### src/rtl/decryption_iter_if.sv
// Block-transfer bus for the iterative AES-128 decryptor.
// Carries both valid/ready handshakes: ciphertext into the core, plaintext out of it.
//   in_valid  producer -> core   d_in holds a ciphertext block
//   in_ready  core -> producer   core accepts d_in this cycle
//   d_in      producer -> core   128-bit ciphertext, byte 0 in [127:120], column-major
//   out_valid core -> consumer   d_out holds a plaintext block
//   out_ready consumer -> core   consumer takes d_out this cycle
//   d_out     core -> consumer   128-bit plaintext, same byte order as d_in
// slave is the core's view; master is the producer/consumer view.
interface decryption_iter_if;
    logic         in_valid;
    logic         in_ready;
    logic [127:0] d_in;
    logic         out_valid;
    logic         out_ready;
    logic [127:0] d_out;

    modport slave (
        input  in_valid, d_in, out_ready,
        output in_ready, out_valid, d_out
    );

    modport master (
        output in_valid, d_in, out_ready,
        input  in_ready, out_valid, d_out
    );
endinterface

### src/rtl/decryption_iter.sv
// Iterative AES-128 inverse cipher: one round per clock over a single 128-bit
// state register, driven by an externally supplied 44-word key schedule.
//   clk           system clock, rising edge
//   n_rst         asynchronous active-low reset
//   key_schedule  expanded key, round key r = words 4r..4r+3 (word [31:24] = row 0)
//   bus           slave side of decryption_iter_if (ciphertext in, plaintext out)
//   busy          high while rounds are being computed
// State byte 4c+r (row r, column c) lives at bits [127-8*(4c+r) -: 8].
//
// inv_sbox: combinational AES inverse S-box, 8b -> 8b.
//   a_i  input byte
//   y_o  InvSubBytes(a_i)
module inv_sbox (
    input  logic [7:0] a_i,
    output logic [7:0] y_o
);
    localparam logic [7:0] TBL [256] = '{
        8'h52, 8'h09, 8'h6a, 8'hd5, 8'h30, 8'h36, 8'ha5, 8'h38, 8'hbf, 8'h40, 8'ha3, 8'h9e, 8'h81, 8'hf3, 8'hd7, 8'hfb,
        8'h7c, 8'he3, 8'h39, 8'h82, 8'h9b, 8'h2f, 8'hff, 8'h87, 8'h34, 8'h8e, 8'h43, 8'h44, 8'hc4, 8'hde, 8'he9, 8'hcb,
        8'h54, 8'h7b, 8'h94, 8'h32, 8'ha6, 8'hc2, 8'h23, 8'h3d, 8'hee, 8'h4c, 8'h95, 8'h0b, 8'h42, 8'hfa, 8'hc3, 8'h4e,
        8'h08, 8'h2e, 8'ha1, 8'h66, 8'h28, 8'hd9, 8'h24, 8'hb2, 8'h76, 8'h5b, 8'ha2, 8'h49, 8'h6d, 8'h8b, 8'hd1, 8'h25,
        8'h72, 8'hf8, 8'hf6, 8'h64, 8'h86, 8'h68, 8'h98, 8'h16, 8'hd4, 8'ha4, 8'h5c, 8'hcc, 8'h5d, 8'h65, 8'hb6, 8'h92,
        8'h6c, 8'h70, 8'h48, 8'h50, 8'hfd, 8'hed, 8'hb9, 8'hda, 8'h5e, 8'h15, 8'h46, 8'h57, 8'ha7, 8'h8d, 8'h9d, 8'h84,
        8'h90, 8'hd8, 8'hab, 8'h00, 8'h8c, 8'hbc, 8'hd3, 8'h0a, 8'hf7, 8'he4, 8'h58, 8'h05, 8'hb8, 8'hb3, 8'h45, 8'h06,
        8'hd0, 8'h2c, 8'h1e, 8'h8f, 8'hca, 8'h3f, 8'h0f, 8'h02, 8'hc1, 8'haf, 8'hbd, 8'h03, 8'h01, 8'h13, 8'h8a, 8'h6b,
        8'h3a, 8'h91, 8'h11, 8'h41, 8'h4f, 8'h67, 8'hdc, 8'hea, 8'h97, 8'hf2, 8'hcf, 8'hce, 8'hf0, 8'hb4, 8'he6, 8'h73,
        8'h96, 8'hac, 8'h74, 8'h22, 8'he7, 8'had, 8'h35, 8'h85, 8'he2, 8'hf9, 8'h37, 8'he8, 8'h1c, 8'h75, 8'hdf, 8'h6e,
        8'h47, 8'hf1, 8'h1a, 8'h71, 8'h1d, 8'h29, 8'hc5, 8'h89, 8'h6f, 8'hb7, 8'h62, 8'h0e, 8'haa, 8'h18, 8'hbe, 8'h1b,
        8'hfc, 8'h56, 8'h3e, 8'h4b, 8'hc6, 8'hd2, 8'h79, 8'h20, 8'h9a, 8'hdb, 8'hc0, 8'hfe, 8'h78, 8'hcd, 8'h5a, 8'hf4,
        8'h1f, 8'hdd, 8'ha8, 8'h33, 8'h88, 8'h07, 8'hc7, 8'h31, 8'hb1, 8'h12, 8'h10, 8'h59, 8'h27, 8'h80, 8'hec, 8'h5f,
        8'h60, 8'h51, 8'h7f, 8'ha9, 8'h19, 8'hb5, 8'h4a, 8'h0d, 8'h2d, 8'he5, 8'h7a, 8'h9f, 8'h93, 8'hc9, 8'h9c, 8'hef,
        8'ha0, 8'he0, 8'h3b, 8'h4d, 8'hae, 8'h2a, 8'hf5, 8'hb0, 8'hc8, 8'heb, 8'hbb, 8'h3c, 8'h83, 8'h53, 8'h99, 8'h61,
        8'h17, 8'h2b, 8'h04, 8'h7e, 8'hba, 8'h77, 8'hd6, 8'h26, 8'he1, 8'h69, 8'h14, 8'h63, 8'h55, 8'h21, 8'h0c, 8'h7d
    };

    assign y_o = TBL[a_i];
endmodule

// State table
//   state   | meaning
//   S_IDLE  | no block held, ready for ciphertext
//   S_ROUND | rounds in progress, rnd_q counts down to the final round
//   S_DONE  | plaintext held on d_out until the consumer takes it
module decryption_iter #(
    parameter int NR = 10
) (
    input  logic                clk,
    input  logic                n_rst,
    input  logic [0:43][31:0]   key_schedule,
    decryption_iter_if.slave    bus,
    output logic                busy
);
    typedef enum logic [1:0] {
        S_IDLE  = 2'd0,
        S_ROUND = 2'd1,
        S_DONE  = 2'd2
    } fsm_t;

    fsm_t         fsm_q, fsm_d;
    logic [127:0] blk_q, blk_d;
    logic [3:0]   rnd_q, rnd_d;

    logic         in_ready;
    logic         accept;
    logic [3:0]   rk_idx;
    logic [5:0]   kw;
    logic [127:0] rk;
    logic [127:0] isr, isb, ark, imc;

    function automatic logic [7:0] xt(input logic [7:0] b);
        return {b[6:0], 1'b0} ^ (b[7] ? 8'h1b : 8'h00);
    endfunction

    // Row r rotates right by r: output column c takes input column c-r.
    function automatic logic [127:0] inv_shift_rows(input logic [127:0] s);
        logic [127:0] o;
        o = '0;
        for (int c = 0; c < 4; c++) begin
            for (int r = 0; r < 4; r++) begin
                o[127-8*(4*c+r) -: 8] = s[127-8*(4*((c-r+4)%4)+r) -: 8];
            end
        end
        return o;
    endfunction

    // Multiplies by 09/0b/0d/0e are built from the xtime chain x2, x4, x8.
    function automatic logic [127:0] inv_mix_columns(input logic [127:0] s);
        logic [127:0] o;
        logic [7:0]   a  [4];
        logic [7:0]   x2 [4];
        logic [7:0]   x4 [4];
        logic [7:0]   x8 [4];
        o = '0;
        for (int c = 0; c < 4; c++) begin
            for (int r = 0; r < 4; r++) begin
                a[r]  = s[127-8*(4*c+r) -: 8];
                x2[r] = xt(a[r]);
                x4[r] = xt(x2[r]);
                x8[r] = xt(x4[r]);
            end
            for (int r = 0; r < 4; r++) begin
                o[127-8*(4*c+r) -: 8] =
                    (x8[r] ^ x4[r] ^ x2[r]) ^
                    (x8[(r+1)%4] ^ x2[(r+1)%4] ^ a[(r+1)%4]) ^
                    (x8[(r+2)%4] ^ x4[(r+2)%4] ^ a[(r+2)%4]) ^
                    (x8[(r+3)%4] ^ a[(r+3)%4]);
            end
        end
        return o;
    endfunction

    // Outside ROUND the only key use is the initial whitening with the last round key.
    assign rk_idx = (fsm_q == S_ROUND) ? rnd_q : 4'(NR);
    assign kw     = {rk_idx, 2'b00};
    assign rk     = {key_schedule[kw], key_schedule[kw + 6'd1],
                     key_schedule[kw + 6'd2], key_schedule[kw + 6'd3]};

    assign isr = inv_shift_rows(blk_q);

    for (genvar i = 0; i < 16; i++) begin : g_sbox
        inv_sbox u_sbox (
            .a_i (isr[8*i +: 8]),
            .y_o (isb[8*i +: 8])
        );
    end

    assign ark = isb ^ rk;
    assign imc = inv_mix_columns(ark);

    assign in_ready = (fsm_q == S_IDLE) || ((fsm_q == S_DONE) && bus.out_ready);
    assign accept   = bus.in_valid && in_ready;

    always_ff @(posedge clk or negedge n_rst) begin
        if (!n_rst) begin
            fsm_q <= S_IDLE;
            blk_q <= '0;
            rnd_q <= '0;
        end else begin
            fsm_q <= fsm_d;
            blk_q <= blk_d;
            rnd_q <= rnd_d;
        end
    end

    always_comb begin
        fsm_d = fsm_q;
        blk_d = blk_q;
        rnd_d = rnd_q;
        case (fsm_q)
            S_IDLE: begin
                if (accept) begin
                    blk_d = bus.d_in ^ rk;
                    rnd_d = 4'(NR - 1);
                    fsm_d = S_ROUND;
                end
            end
            S_ROUND: begin
                if (rnd_q == 4'd0) begin
                    blk_d = ark;
                    fsm_d = S_DONE;
                end else begin
                    blk_d = imc;
                    rnd_d = rnd_q - 4'd1;
                end
            end
            S_DONE: begin
                // Hand-off and a new accept can share one edge.
                if (bus.out_ready) begin
                    if (bus.in_valid) begin
                        blk_d = bus.d_in ^ rk;
                        rnd_d = 4'(NR - 1);
                        fsm_d = S_ROUND;
                    end else begin
                        fsm_d = S_IDLE;
                    end
                end
            end
            default: fsm_d = S_IDLE;
        endcase
    end

    assign bus.in_ready  = in_ready;
    assign bus.out_valid = (fsm_q == S_DONE);
    assign bus.d_out     = blk_q;
    assign busy          = (fsm_q == S_ROUND);
endmodule

### src/flat_wrapper.sv
// flat-port wrapper written by rule: the top's interface ports become plain ports
module decryption_iter_flat 
#(
    parameter int NR = 10
)
  (clk, n_rst, key_schedule, busy, bus_in_valid, bus_d_in, bus_out_ready, bus_in_ready, bus_out_valid, bus_d_out);
  decryption_iter_if bus_i ();
  input  logic clk;
  input  logic n_rst;
  input  logic [0:43][31:0] key_schedule;
  output logic busy;
  input wire logic [$bits(bus_i.in_valid)-1:0] bus_in_valid;
  input wire logic [$bits(bus_i.d_in)-1:0] bus_d_in;
  input wire logic [$bits(bus_i.out_ready)-1:0] bus_out_ready;
  output wire logic [$bits(bus_i.in_ready)-1:0] bus_in_ready;
  output wire logic [$bits(bus_i.out_valid)-1:0] bus_out_valid;
  output wire logic [$bits(bus_i.d_out)-1:0] bus_d_out;
  assign bus_i.in_valid = bus_in_valid;
  assign bus_i.d_in = bus_d_in;
  assign bus_i.out_ready = bus_out_ready;
  assign bus_in_ready = bus_i.in_ready;
  assign bus_out_valid = bus_i.out_valid;
  assign bus_d_out = bus_i.d_out;
  decryption_iter #(.NR(NR)) u_core (.clk(clk), .n_rst(n_rst), .key_schedule(key_schedule), .bus(bus_i), .busy(busy));
endmodule
### config.mk
export PLATFORM = sky130hd
export DESIGN_NAME = decryption_iter_flat
export DESIGN_NICKNAME = d
export VERILOG_FILES = /design/src/rtl/decryption_iter_if.sv /design/src/rtl/decryption_iter.sv /design/src/flat_wrapper.sv
export SDC_FILE = /design/constraint.sdc
export NUM_CORES = 2
export LEC_CHECK = 0
export CORE_AREA = 2 2 653 655
export CTS_BUF_LIST = sky130_fd_sc_hd__clkbuf_4 sky130_fd_sc_hd__clkbuf_8
export CTS_CLUSTER_DIAMETER = 120
export DETAILED_ROUTE_END_ITERATION = 10
export DIE_AREA = 0 0 655 657
export PLACE_DENSITY_LB_ADDON = 0.08
export REMOVE_ABC_BUFFERS = 1
export SLEW_MARGIN = 5
export SYNTH_ARGS = -nofsm -noshare
export SYNTH_HDL_FRONTEND = slang
export SYNTH_HIERARCHICAL = 1
export SYNTH_SLANG_ARGS = --single-unit
### constraint.sdc
create_clock -name clk -period 4.83 [get_ports clk]
set_input_delay 0.966 -clock clk [delete_from_list [all_inputs] [get_ports clk]]
set_output_delay 0.966 -clock clk [all_outputs]
set_load 0.02 [all_outputs]
==> results_dict.tcl <==
set metrics [dict create \
    grt_pass1_vias 119000 \
    synth_edf_count 0 \
    count_of_input_and_output_buffers 1670 \
    cts_max_path_buffers 3 \
    ys_warn_count 6 \
    dp_hpwl_mm 697 \
    synthesis.area_per_instance_um2 6.95 \
    detailroute.via_count 125000 \
    mappedNetlistArea_um2 86900 \
    worstPathArrival_ns 5.39 \
    use_met2_pct 58.4 \
    worst_path_largest_cell_delay_ns 0.69 \
    synth_cell_types 119 \
    timing.final.crit_share_pct 99.8 \
    startpoint_type "flop" \
    clock_latency_ns 0.75 \
    die_width_um 655 \
    pin_count_of_the_biggest_net_entering_global_routing 91 \
    finalHoldViolations 0 \
    core_region_area_um2 423000 \
    synthMostInstantiatedCell "sky130_fd_sc_hd__o21ai_0" \
    dieArea_um2 430000 \
    number_of_buffers_inserted_for_hold_repair_after_clock_tree_synthesis 0 \
    layout-drive-gt1-share_pct 24.8 \
    critPathMostFrequentCell "sky130_fd_sc_hd__buf_4" \
    timing.critical_path.fanout_max 27 \
    grt_util_met1_pct 49.6 \
    clk_pin_slew_ns 0.10 \
    gr-usage-met3_pct 6.38 \
    routed_wl_mm 849 \
    grt_usage_pct 37.4 \
    htree_num_levels 4 \
    outcome "complete, no violations" \
    root_buffer "sky130_fd_sc_hd__clkbuf_8" \
    netlist.top_cell.by_area "sky130_fd_sc_hd__xnor2_1" \
    synth_common_cells "sky130_fd_sc_hd__o21ai_0 (1050), sky130_fd_sc_hd__a21oi_1 (982), sky130_fd_sc_hd__nand2_1 (973), sky130_fd_sc_hd__nor2_1 (757), sky130_fd_sc_hd__xnor2_1 (608)" \
    final_max_slew_viol_count 0 \
    drt-wirelength-per-cell_um 39.7 \
    r2r_setup_slack_ns 0.01 \
    gp_congestion 1.01 \
    hold_path_class "primary input to async pin" \
    dr.pass1.iters 8 \
    overflow 0 \
    synthToLayoutAreaGrowth_pct 50.4 \
    detail_route.vias_per_cell 5.84 \
    clkSinkCount 134 \
    global_route_wire_length_before_repair_mm 1120 \
    synth_ff_type "sky130_fd_sc_hd__dfrtp_1" \
    grt_antenna_before_repair 160 \
    die_h_um 657 \
    asyncSetResetFlopFracSynth_pct 100 \
    ant_nets 0 \
    worstSetupEndpointType "flop" \
    top_level_ports 1671 \
    synth_cells 12500 \
    worstSetupPathType "flop to flop" \
    first_iter_violations 15500 \
    ys_seq_area_share_pct 3.86 \
    max_slew_margin_pct 8.44 \
    grt-busiest-layer "met2" \
    yosys.area.top_type_share_pct 6.13 \
    final_critical_path_setup_slack_ns 0.0105 \
    critical_path.cell_chain "buf_4 -> nand2b_1 -> and3_1 -> a31oi_1 -> o21ai_0 -> buf_4 -> nor3_1 -> o31ai_1 -> buf_4 -> xor2_4 -> xnor3_1 -> xor2_1 -> xnor2_2 -> xnor2_1 -> xnor2_1 -> o22ai_1" \
    worst-slew-pin-transition_ns 1.37 \
    core.rowCount 239 \
    tritoncts_clock_tree "built" \
    slowest_stage "sky130_fd_sc_hd__dfrtp_2" \
    max_freq_ghz 0.207 \
    placement.setup.worst_slack_ns -0.777 \
    cts_made_buffers 25 \
    final_nets 17500 \
    fin_worst_skew_ns 0.0720 \
    finalSetupTns_ns 0 \
    initial_core_util_pct 20.6 \
    remaining_drc_errors 0 \
    finalWorstPathRequiredPeriod_ns 4.82 \
    leading_cell_types_by_total_area_after_synthesis "sky130_fd_sc_hd__xnor2_1 (6.1%), sky130_fd_sc_hd__o21ai_0 (6.0%), sky130_fd_sc_hd__a21oi_1 (5.7%)" \
    rsz0062_at_grt "yes" \
    drv_cap 0 \
    cp.required_ns 5.40 \
    synth_seq_cells 134 \
    finalSetupViolations 0 \
]
final timing paths:
check                                startpoint                    to  cells after the start
setup / recovery           u_core/bus.d_out[34]  u_core/bus.d_out[92]                     16
min in group clk           u_core/bus.d_out[14]  u_core/bus.d_out[14]                      2
hold / removal                            n_rst  u_core/bus.d_out[14]                      1
setup reg to reg           u_core/bus.d_out[34]  u_core/bus.d_out[92]                     16
max in group asynchronous                 n_rst  u_core/bus.d_out[59]                      2
hold reg to reg            u_core/bus.d_out[14]  u_core/bus.d_out[14]                      2
through the flow:
| stage | utilization, % | instances | hold WS [ns] | instance area (um^2) |
|---|---|---|---|---|
| after detailed placement | 30.0 | 21200 | 0.570 | 127000 |
| after global placement | 30.0 | 21200 | 0.564 | 127000 |
| after global routing | 30.9 | 21400 | 0.258 | 131000 |
| after CTS | 30.4 | 21200 | 0.244 | 129000 |
| final | 30.9 | 21400 | 0.240 | 131000 |
| after floorplan | - | 11100 | 0.670 | 78800 |
area by class of cell:
| type | count | area, um^2 |
|---|---|---|
| inverter | 241 | 955 |
| clock inverter | 3 | 17.5 |
| antenna | 103 | 258 |
| timing repair buffer | 4514 | 41400 |
| tap | 5663 | 7090 |
| clock buffer | 29 | 387 |
| sequential | 134 | 3530 |
| multi-input combinational | 10700 | 77100 |
| fill | 47000 | 292000 |
layout by cell type (no fill, tap or decap), drive strengths merged, types with 72 or more instances in the layout:
cell	count
dfrtp	134
o311ai	150
a31oi	287
a311oi	222
a21o	89
o21ai	1099
o2111ai	78
nor2	794
clkdlybuf4s50	1669
o211ai	235
inv	205
nand2	989
nand4	126
xor2	305
and3	124
diode	103
a211oi	272
xnor2	700
nor3	288
buf	2844
nor2b	307
nand3	412
mux2i	298
or2	128
a221oi	273
ha	335
o31ai	138
a21oi	982
nand2b	469
a221o	93
nand3b	72
o221ai	134
o22ai	303
sequential cells by signal (all words and copies together) (netlist names):
register          flops
u_core/fsm_q          2
u_core/rnd_q          4
u_core/bus.d_out    128
cell families (layout without fill, tap and decap cells):
group | after synthesis | after routing | synth area share, %
compound gates | 4930 | 4930 | 38.5
buf+inv | 1672 | 4787 | 10.3
flops | 134 | 134 | 3.86
mux | 433 | 433 | 6.02
simple gates | 3934 | 3934 | 23.1
other cells | 0 | 103 | 0
xor+xnor | 1069 | 1069 | 13.3
fa+ha+maj | 335 | 335 | 4.82
worst max-delay path: cells and delay by family, from the launching register on:
kind,cells,cell delay (ns)
xor gates and xnor gates,6,1.63
buffers and inverters,3,0.75
AOI/OAI and AO/OA,4,0.67
DFF,1,0.69
and+or+nand+nor,3,0.90
per-layer routing:
layer	vias to the layer above	part of all wire [%]
met3	1189	7.7
met2	7114	44
met1	62800	42
li1	53600	-
met4	76	5.6
met5	-	0.055
repair_timing:
action,in CTS,in global routing
pin swaps,29,64
cloned,0,1
buffers inserted,33,41
endpoints found under the setup margin,89,94
gates resized for setup,194,295
Power is not shown: default switching activity piles up to over one toggle a cycle in this logic, so the estimate is an artifact.
